==> src/rtl/neuron_accum_activate.sv <==
// Accumulates NUM_CHUNKS signed partial sums, adds a bias, rounds half-up and saturates to an OUT_W pixel.
// Build option: define NEURON_RELU_EN for ReLU + unsigned saturation (default: linear, signed saturation).
module neuron_accum_activate #(
  parameter int NUM_CHUNKS = 4,
  parameter int PSUM_W     = 26,
  parameter int FRAC_BITS  = 16,
  parameter int ACC_W      = 32,
  parameter int OUT_W      = 10
) (
  input  logic              clk,
  input  logic              rst,
  input  logic [PSUM_W-1:0] in_psum,
  input  logic              in_valid,
  output logic              in_ready,
  input  logic [PSUM_W-1:0] bias,
  input  logic              clear,
  output logic [OUT_W-1:0]  out_pixel,
  output logic              out_valid,
  input  logic              out_ready,
  output logic              busy,
  output logic [1:0]        dbg_state
);

  // Handshakes: a beat transfers on a rising edge when in_valid && in_ready; the pixel is
  // consumed when out_valid && out_ready. clear overrides both handshakes in the same cycle.

  localparam int CNT_W = (NUM_CHUNKS > 1) ? $clog2(NUM_CHUNKS) : 1;
  localparam logic [CNT_W-1:0] LAST = CNT_W'(NUM_CHUNKS - 1);
  // One guard bit above the accumulator so bias and rounding offset cannot wrap.
  localparam int SUM_W = ACC_W + 1;
  localparam logic [SUM_W-1:0] HALF = {{(SUM_W-1){1'b0}}, 1'b1} << (FRAC_BITS - 1);

  typedef enum logic [1:0] {
    ACCUM  = 2'd0,
    FINISH = 2'd1,
    HOLD   = 2'd2
  } state_e;

  state_e                   state_q, state_d;
  logic [ACC_W-1:0]         acc_q, acc_d;
  logic [CNT_W-1:0]         cnt_q, cnt_d;
  logic [OUT_W-1:0]         pix_q, pix_d;
  logic                     ov_q, ov_d;
  logic signed [SUM_W-1:0]  sum_v;
  logic signed [SUM_W-1:0]  rnd_v;
  logic [OUT_W-1:0]         sat_pix;

  always_comb begin
    sum_v = {{(SUM_W-ACC_W){acc_q[ACC_W-1]}}, acc_q}
          + {{(SUM_W-PSUM_W){bias[PSUM_W-1]}}, bias}
          + HALF;
    rnd_v = sum_v >>> FRAC_BITS;
`ifdef NEURON_RELU_EN
    if (rnd_v[SUM_W-1]) begin
      sat_pix = '0;
    end else if (rnd_v > $signed(SUM_W'((2 ** OUT_W) - 1))) begin
      sat_pix = '1;
    end else begin
      sat_pix = rnd_v[OUT_W-1:0];
    end
`else
    if (rnd_v > $signed(SUM_W'((2 ** (OUT_W - 1)) - 1))) begin
      sat_pix = {1'b0, {(OUT_W-1){1'b1}}};
    end else if (rnd_v < $signed(~SUM_W'((2 ** (OUT_W - 1)) - 1))) begin
      sat_pix = {1'b1, {(OUT_W-1){1'b0}}};
    end else begin
      sat_pix = rnd_v[OUT_W-1:0];
    end
`endif
  end

  always_comb begin
    state_d  = state_q;
    acc_d    = acc_q;
    cnt_d    = cnt_q;
    pix_d    = pix_q;
    ov_d     = ov_q;
    in_ready = (state_q == ACCUM);
    if (clear) begin
      state_d = ACCUM;
      acc_d   = '0;
      cnt_d   = '0;
      ov_d    = 1'b0;
    end else begin
      case (state_q)
        ACCUM: begin
          if (in_valid) begin
            acc_d = acc_q + {{(ACC_W-PSUM_W){in_psum[PSUM_W-1]}}, in_psum};
            if (cnt_q == LAST) begin
              cnt_d   = '0;
              state_d = FINISH;
            end else begin
              cnt_d = cnt_q + CNT_W'(1);
            end
          end
        end
        FINISH: begin
          pix_d   = sat_pix;
          ov_d    = 1'b1;
          state_d = HOLD;
        end
        HOLD: begin
          if (out_ready) begin
            ov_d    = 1'b0;
            acc_d   = '0;
            state_d = ACCUM;
          end
        end
        default: begin
          state_d = ACCUM;
        end
      endcase
    end
  end

  always_ff @(posedge clk or negedge rst) begin
    if (!rst) begin
      state_q <= ACCUM;
      acc_q   <= '0;
      cnt_q   <= '0;
      pix_q   <= '0;
      ov_q    <= 1'b0;
    end else begin
      state_q <= state_d;
      acc_q   <= acc_d;
      cnt_q   <= cnt_d;
      pix_q   <= pix_d;
      ov_q    <= ov_d;
    end
  end

  assign out_pixel = pix_q;
  assign out_valid = ov_q;
  assign busy      = (state_q != ACCUM) || (cnt_q != '0);
  assign dbg_state = state_q;

endmodule

==> config.mk <==
export PLATFORM = sky130hd
export DESIGN_NAME = neuron_accum_activate
export DESIGN_NICKNAME = d
export VERILOG_FILES = /design/src/rtl/neuron_accum_activate.sv
export SDC_FILE = /design/constraint.sdc
export NUM_CORES = 1
export LEC_CHECK = 0
export ABC_AREA = 1
export CORE_UTILIZATION = 62
export CTS_CLUSTER_SIZE = 40
export DETAILED_ROUTE_END_ITERATION = 12
export PLACE_DENSITY_LB_ADDON = 0.08
export SYNTH_ARGS = -nofsm -noshare
export SYNTH_HDL_FRONTEND = slang
export SYNTH_SLANG_ARGS = --single-unit
==> constraint.sdc <==
create_clock -name clk -period 6.1 [get_ports clk]
set_input_delay 1.22 -clock clk [delete_from_list [all_inputs] [get_ports clk]]
set_output_delay 1.22 -clock clk [all_outputs]
set_load 0.1 [all_outputs]
* Word-level counts from Yosys, hierarchy flattened
Cells that the tools add are included.
Word-level totals: register bits after elaboration 47, bits of input ports 57, output and inout bits 15, logic and storage cells 49
Operators by class: add/sub/neg operators 4, magnitude comparators 2, eq/ne operators 6, mux-type cells 18, bitwise gates (word level) 1, reductions and logical operators 13
Operator list (number):
- $mux 32 | 3
- $pmux 32 s2 | 1
- $add 32x26->33 | 1
- $add 33x16->33 const B | 1
- $add 32x32->32 | 1
- $mux 10 | 2
- $gt 17x10->1 const B | 1
- $lt 17x10->1 const B | 1
- $mux 2 | 8
- $reduce_bool 2->1 | 4
- $pmux 2 s3 | 1
- $reduce_and 2->1 | 3
- $reduce_and 3->1 | 2
- $reduce_bool 3->1 | 2
- $eq 2x2->1 const B | 2
- $ne 3x1->1 const B | 1
- $ne 3x2->1 const B | 1
- $ne 3x3->1 const B | 1
- $add 2x1->2 const B | 1
- $eq 2x1->1 const B | 1
- $logic_not 2->1 | 1
- $mux 1 | 2
- $pmux 1 s2 | 1
- $logic_or 1x1->1 | 1
- $not 1->1 | 1

* Longest topological paths before layout
word-level depth 5, gate-level depth with buffers 20, depth with buffers taken out 20

* Worst setup path before layout
Ideal clock, no wire load.
path type register to output, from register state_q[1], in the netlist dbg_state[1], to output port busy, arrival 3.323 ns, required time 4.880 ns, slack 1.557 ns, stages on the path, launching flop included 3, buffers on the path 0, cell sequence dfrtp_1 > nor2_1 > nand2_1
On the way: longest elaborated chain between the ends 2
RTL lines:
- start: declaration | RTL line 39 | state_e state_q, state_d;
- start signal: assignment | RTL line 124 | state_q <= state_d;
- $reduce_bool 2->1 | RTL line 134 | assign busy = (state_q != ACCUM) || (cnt_q != '0);
- $logic_or 1x1->1 | RTL line 134
- end: declaration | RTL line 20 | output logic busy,
No other way between the ends.

* Worst setup path in the final report
from input port bias[25], to register pix_q[8], in the netlist out_pixel[8]
On the way: longest elaborated chain between the ends 5, elaborated cells between the ends (all ways) 6, those cells by class add/sub: 2; order compare: 2; mux: 2
RTL lines:
- start: declaration | RTL line 15 | input logic [PSUM_W-1:0] bias,
- $add 32x26->33 * | RTL line 50 | + {{(SUM_W-PSUM_W){bias[PSUM_W-1]}}, bias}
- $add 33x16->33 * | RTL line 51 | + HALF;
- $lt 17x10->1 | RTL line 64 | end else if (rnd_v < $signed(~SUM_W'((2 ** (OUT_W - 1)) - 1))) begin
- $mux 10 | RTL line 64
- $mux 10 * | RTL line 62 | if (rnd_v > $signed(SUM_W'((2 ** (OUT_W - 1)) - 1))) begin
- end signal: assignment | RTL line 127 | pix_q <= pix_d;
- end: declaration | RTL line 42 | logic [OUT_W-1:0] pix_q, pix_d;
Every way passes the cells marked *; elsewhere a longest branch is shown, timed or not. A chain may end at the register's enable or synchronous reset.

==> summary.md <==
| Metric | Value |
|---|---|
| CP Capture Type | flop |
| Vias/cell | 5.40 |
| Clock root buffer | clkbuf_8 |
| Total power draw | 2.18 mW |
| Antenna cells | 0 |
| Setup-failing EPs final | 0 |
| Routability cong. | 0.980 |
| Pint | 943 uW |
| Maximum clock frequency | 0.257 GHz |
| Vias in the first global route | 5,841 |
| CP Max Fanout | 9 |
| Final cell count without fillers | 1,210 |
| Fin crit share | 0.637 |
| Post-CTS setup repair buffer count | 0 |
| Fraction of the yosys area taken by sequential cells | 0.191 |
| Clock Sink Count | 47 |
| DRT iter0 DRCs | 312 |
| Setup TNS | 0 ns |
| Die height | 102 microns |
| DP Wirelength | 13.9 mm |
| Slew of the pin with the lowest slew margin | 1.11 ns |
| Yosys warnings | 0 |
| DR pass1 iterations | 5 |
| Combinational power share | 0.692 |
| Max-slew violation count | 0 |
| WL/cell | 13.8 microns |
| Peak supply drop | 0.237 mV |
| Input/output buffers | 71 |
| Vias post-DR | 6,534 |
| Layout Skew | 0.0156 ns |
| Fraction of final layout cells with drive strength greater than 1 | 0.0194 |
| Sw power | 1.24 mW |
| Die area | 10,300 sq um |
| Std-Cell Rows | 35 |
| Max-Cap Viols | 0 |
| Hold Fails Final Rpt | 0 |
| Slew headroom | 0.259 |
| WP data required | 6.29 ns |
| Net Sw Frac | 0.568 |
| WL final | 16.7 mm |
| Clk pwr share | 0.091 |
| Pwr per Cell Area | 308 nW/um^2 |
| Die W | 102 microns |
| Status | complete, no violations |
| Setup Crit Path Kind | in2reg |
| Routed Antenna Nets | 0 |
| Worst Hold Launch | out_valid |
| Clock latency at the later pin of the worst-skew pair | 0.32 ns |
| RSZ-0062 raised after global routing | no |
| Synth unique cells | 37 |
| PostCTS Resize Cnt | 0 |
| Yosys reg bits | 47 |
| CORE AREA | 9420 sq um |
| Clock buffer depth | 2 |
| First-pass GRT wire length | 26.8 mm |
| Reg power frac | 0.217 |
| Syn nets | 1,161 |
| Drt drc | 0 |
| Synth Instances | 1,009 |
| Largest net degree at the start of global routing | 48 |
| Post-Syn Area | 6150 sq um |
| CTS tree | done |
| Global route overflow | 0 |
| Fin nets | 1,232 |
| H-tree depth | 2 |
| Reg2reg start | acc_q[18] |
| Area grow syn2layout | 15.1% |
| HP Class | reg2reg |
| Avg Inst Size Synth | 6.10 sq um |
| Io pins | 72 |
| Antenna violations before repair | 0 |
| CTS buffer count | 5 |
| Worst setup startpoint | bias[25] |
| Tmin final | 3.89 ns |
| # hold bufs at CTS | 0 |
| CTS clock-pin slew for the worst setup and hold paths | 0.09 ns |
| Type of element launching the critical path | input port |
| Initial Util | 0.653 |
| Placed Cells | 1,202 |
| GRT Util Overall | 0.334 |
| Pleak | 4.06 nW |
| Crit path arrival time | 4.07 ns |
## cells in the mapped netlist
| master | number | area share |
|---|---|---|
| o41ai_1 | 1 | 0.0014 |
| a21oi_1 | 90 | 0.073 |
| a31o_2 | 1 | 0.0014 |
| nor3_1 | 7 | 0.0057 |
| o211ai_1 | 1 | 0.0012 |
| nand2_4 | 1 | 0.0018 |
| ha_1 | 94 | 0.19 |
| and3_1 | 2 | 0.0020 |
| o21a_1 | 2 | 0.0024 |
| nor2_2 | 3 | 0.0031 |
| or2_2 | 2 | 0.0020 |
| o21bai_1 | 8 | 0.0098 |
| nor3_2 | 1 | 0.0016 |
| a21o_1 | 5 | 0.0061 |
| inv_1 | 161 | 0.098 |
| nand3_1 | 44 | 0.036 |
| and2_1 | 1 | 0.0010 |
| o2111ai_1 | 1 | 0.0014 |
| o21ai_1 | 1 | 0.00081 |
| a21boi_0 | 3 | 0.0037 |
| clkbuf_1 | 7 | 0.0043 |
| a31oi_1 | 7 | 0.0071 |
| xor2_1 | 7 | 0.010 |
| dfrtp_1 | 47 | 0.19 |
| nor2_1 | 87 | 0.053 |
| o21ai_2 | 1 | 0.0014 |
| nand4_1 | 4 | 0.0041 |
| o221ai_1 | 2 | 0.0028 |
| fa_1 | 1 | 0.0033 |
| a21oi_4 | 1 | 0.0026 |
| o21ai_0 | 58 | 0.047 |
| nand2_2 | 1 | 0.0010 |
| a32o_1 | 2 | 0.0033 |
| nand2_1 | 344 | 0.21 |
| xnor2_1 | 6 | 0.0085 |
| nor4_2 | 1 | 0.0020 |
| nor4_1 | 4 | 0.0041 |
## layout by cell type, fill, tap and decap left out, types with 8 or more instances in the layout
cell type        count
a21oi_1             90
clkdlybuf4s50_1     70
dfrtp_1             47
ha_1                94
inv_1              161
nand2_1            344
nand3_1             44
nor2_1              87
o21ai_0             58
o21bai_1             8
## path summary, 6_finish.rpt
check | endpoint | slack, ns | cells after the start
worst max-delay path | out_pixel[8] | 2.21 | 16
max in group asynchronous | out_pixel[6] | 4.30 | 1
worst min-delay path | out_valid | 0.48 | 2
worst min register to register | out_valid | 0.48 | 2
min in group asynchronous | acc_q[9] | 1.08 | 1
worst max register to register | out_pixel[8] | 3.21 | 15
## logic make-up after synthesis
family                     count (synthesis)  share of synthesized area
and+or+nand+nor                          502                      0.327
AOI/OAI and AO/OA                        184                      0.166
buffers and inverters                    168                      0.103
adders and majority gates                 95                      0.194
DFF                                       47                      0.191
xor gates and xnor gates                  13                     0.0185
## flip-flops by register name, summed over array words and instances (netlist names)
signal and flops:
cnt_q 2, acc_q 32, dbg_state 2, out_pixel 10, out_valid 1
## cell type report
cell class / count / area (sq um)
Fill cell: 840 / 2330
Sequential cell: 47 / 1180
Inverter: 161 / 604
Tap cell: 129 / 161
Timing Repair Buffer: 71 / 706
Multi-Input combinational cell: 794 / 4340
Clock buffer: 5 / 68.8
Clock inverter: 3 / 20.0
## power groups by stage
| stage | sequential, mW | clock [mW] | combinational (mW) |
|---|---|---|---|
| after global placement | 0.472 | 0 | 1.47 |
| after global routing | 0.481 | 0.209 | 1.67 |
| after CTS | 0.470 | 0.197 | 1.49 |
| final | 0.473 | 0.198 | 1.51 |
| after floorplan | 0.696 | 0 | 0.877 |
| after detailed placement | 0.475 | 0 | 1.48 |
## critical path: stages
cell             delay [ns]
clkdlybuf4s50_1        0.63
ha_1                   0.29
ha_1                   0.42
nand2_1                0.13
nor2_1                 0.21
nand2_1                0.13
nor3_2                 0.12
nand2_1                0.10
nand3_1                0.09
nand2_1                0.05
nand2_1                0.07
nand2_1                0.05
nor2_1                 0.10
nand2_1                0.09
a21oi_4                0.26
a21oi_1                0.11
## stage by stage
step | util | hold WS [ns] | cell area (sq um) | worst slack [ns]
floorplan | - | 0.476 | 6150 | 1.56
global placement | 0.743 | 0.458 | 6990 | 1.99
detailed placement | 0.743 | 0.463 | 6990 | 1.91
CTS | 0.752 | 0.485 | 7080 | 2.23
global route | 0.752 | 0.531 | 7080 | 1.87
finish | 0.752 | 0.480 | 7080 | 2.21
## metal layers
metal  track usage  wire length [microns]  vias to the layer above
li1              -                      -                     3405
met1         0.453                   7820                     2913
met2         0.561                   7620                      192
met3        0.0449                    986                       24
met4        0.0814                    267                        0
met5             0                      0                        -
Power figures use the tool's default switching activity.
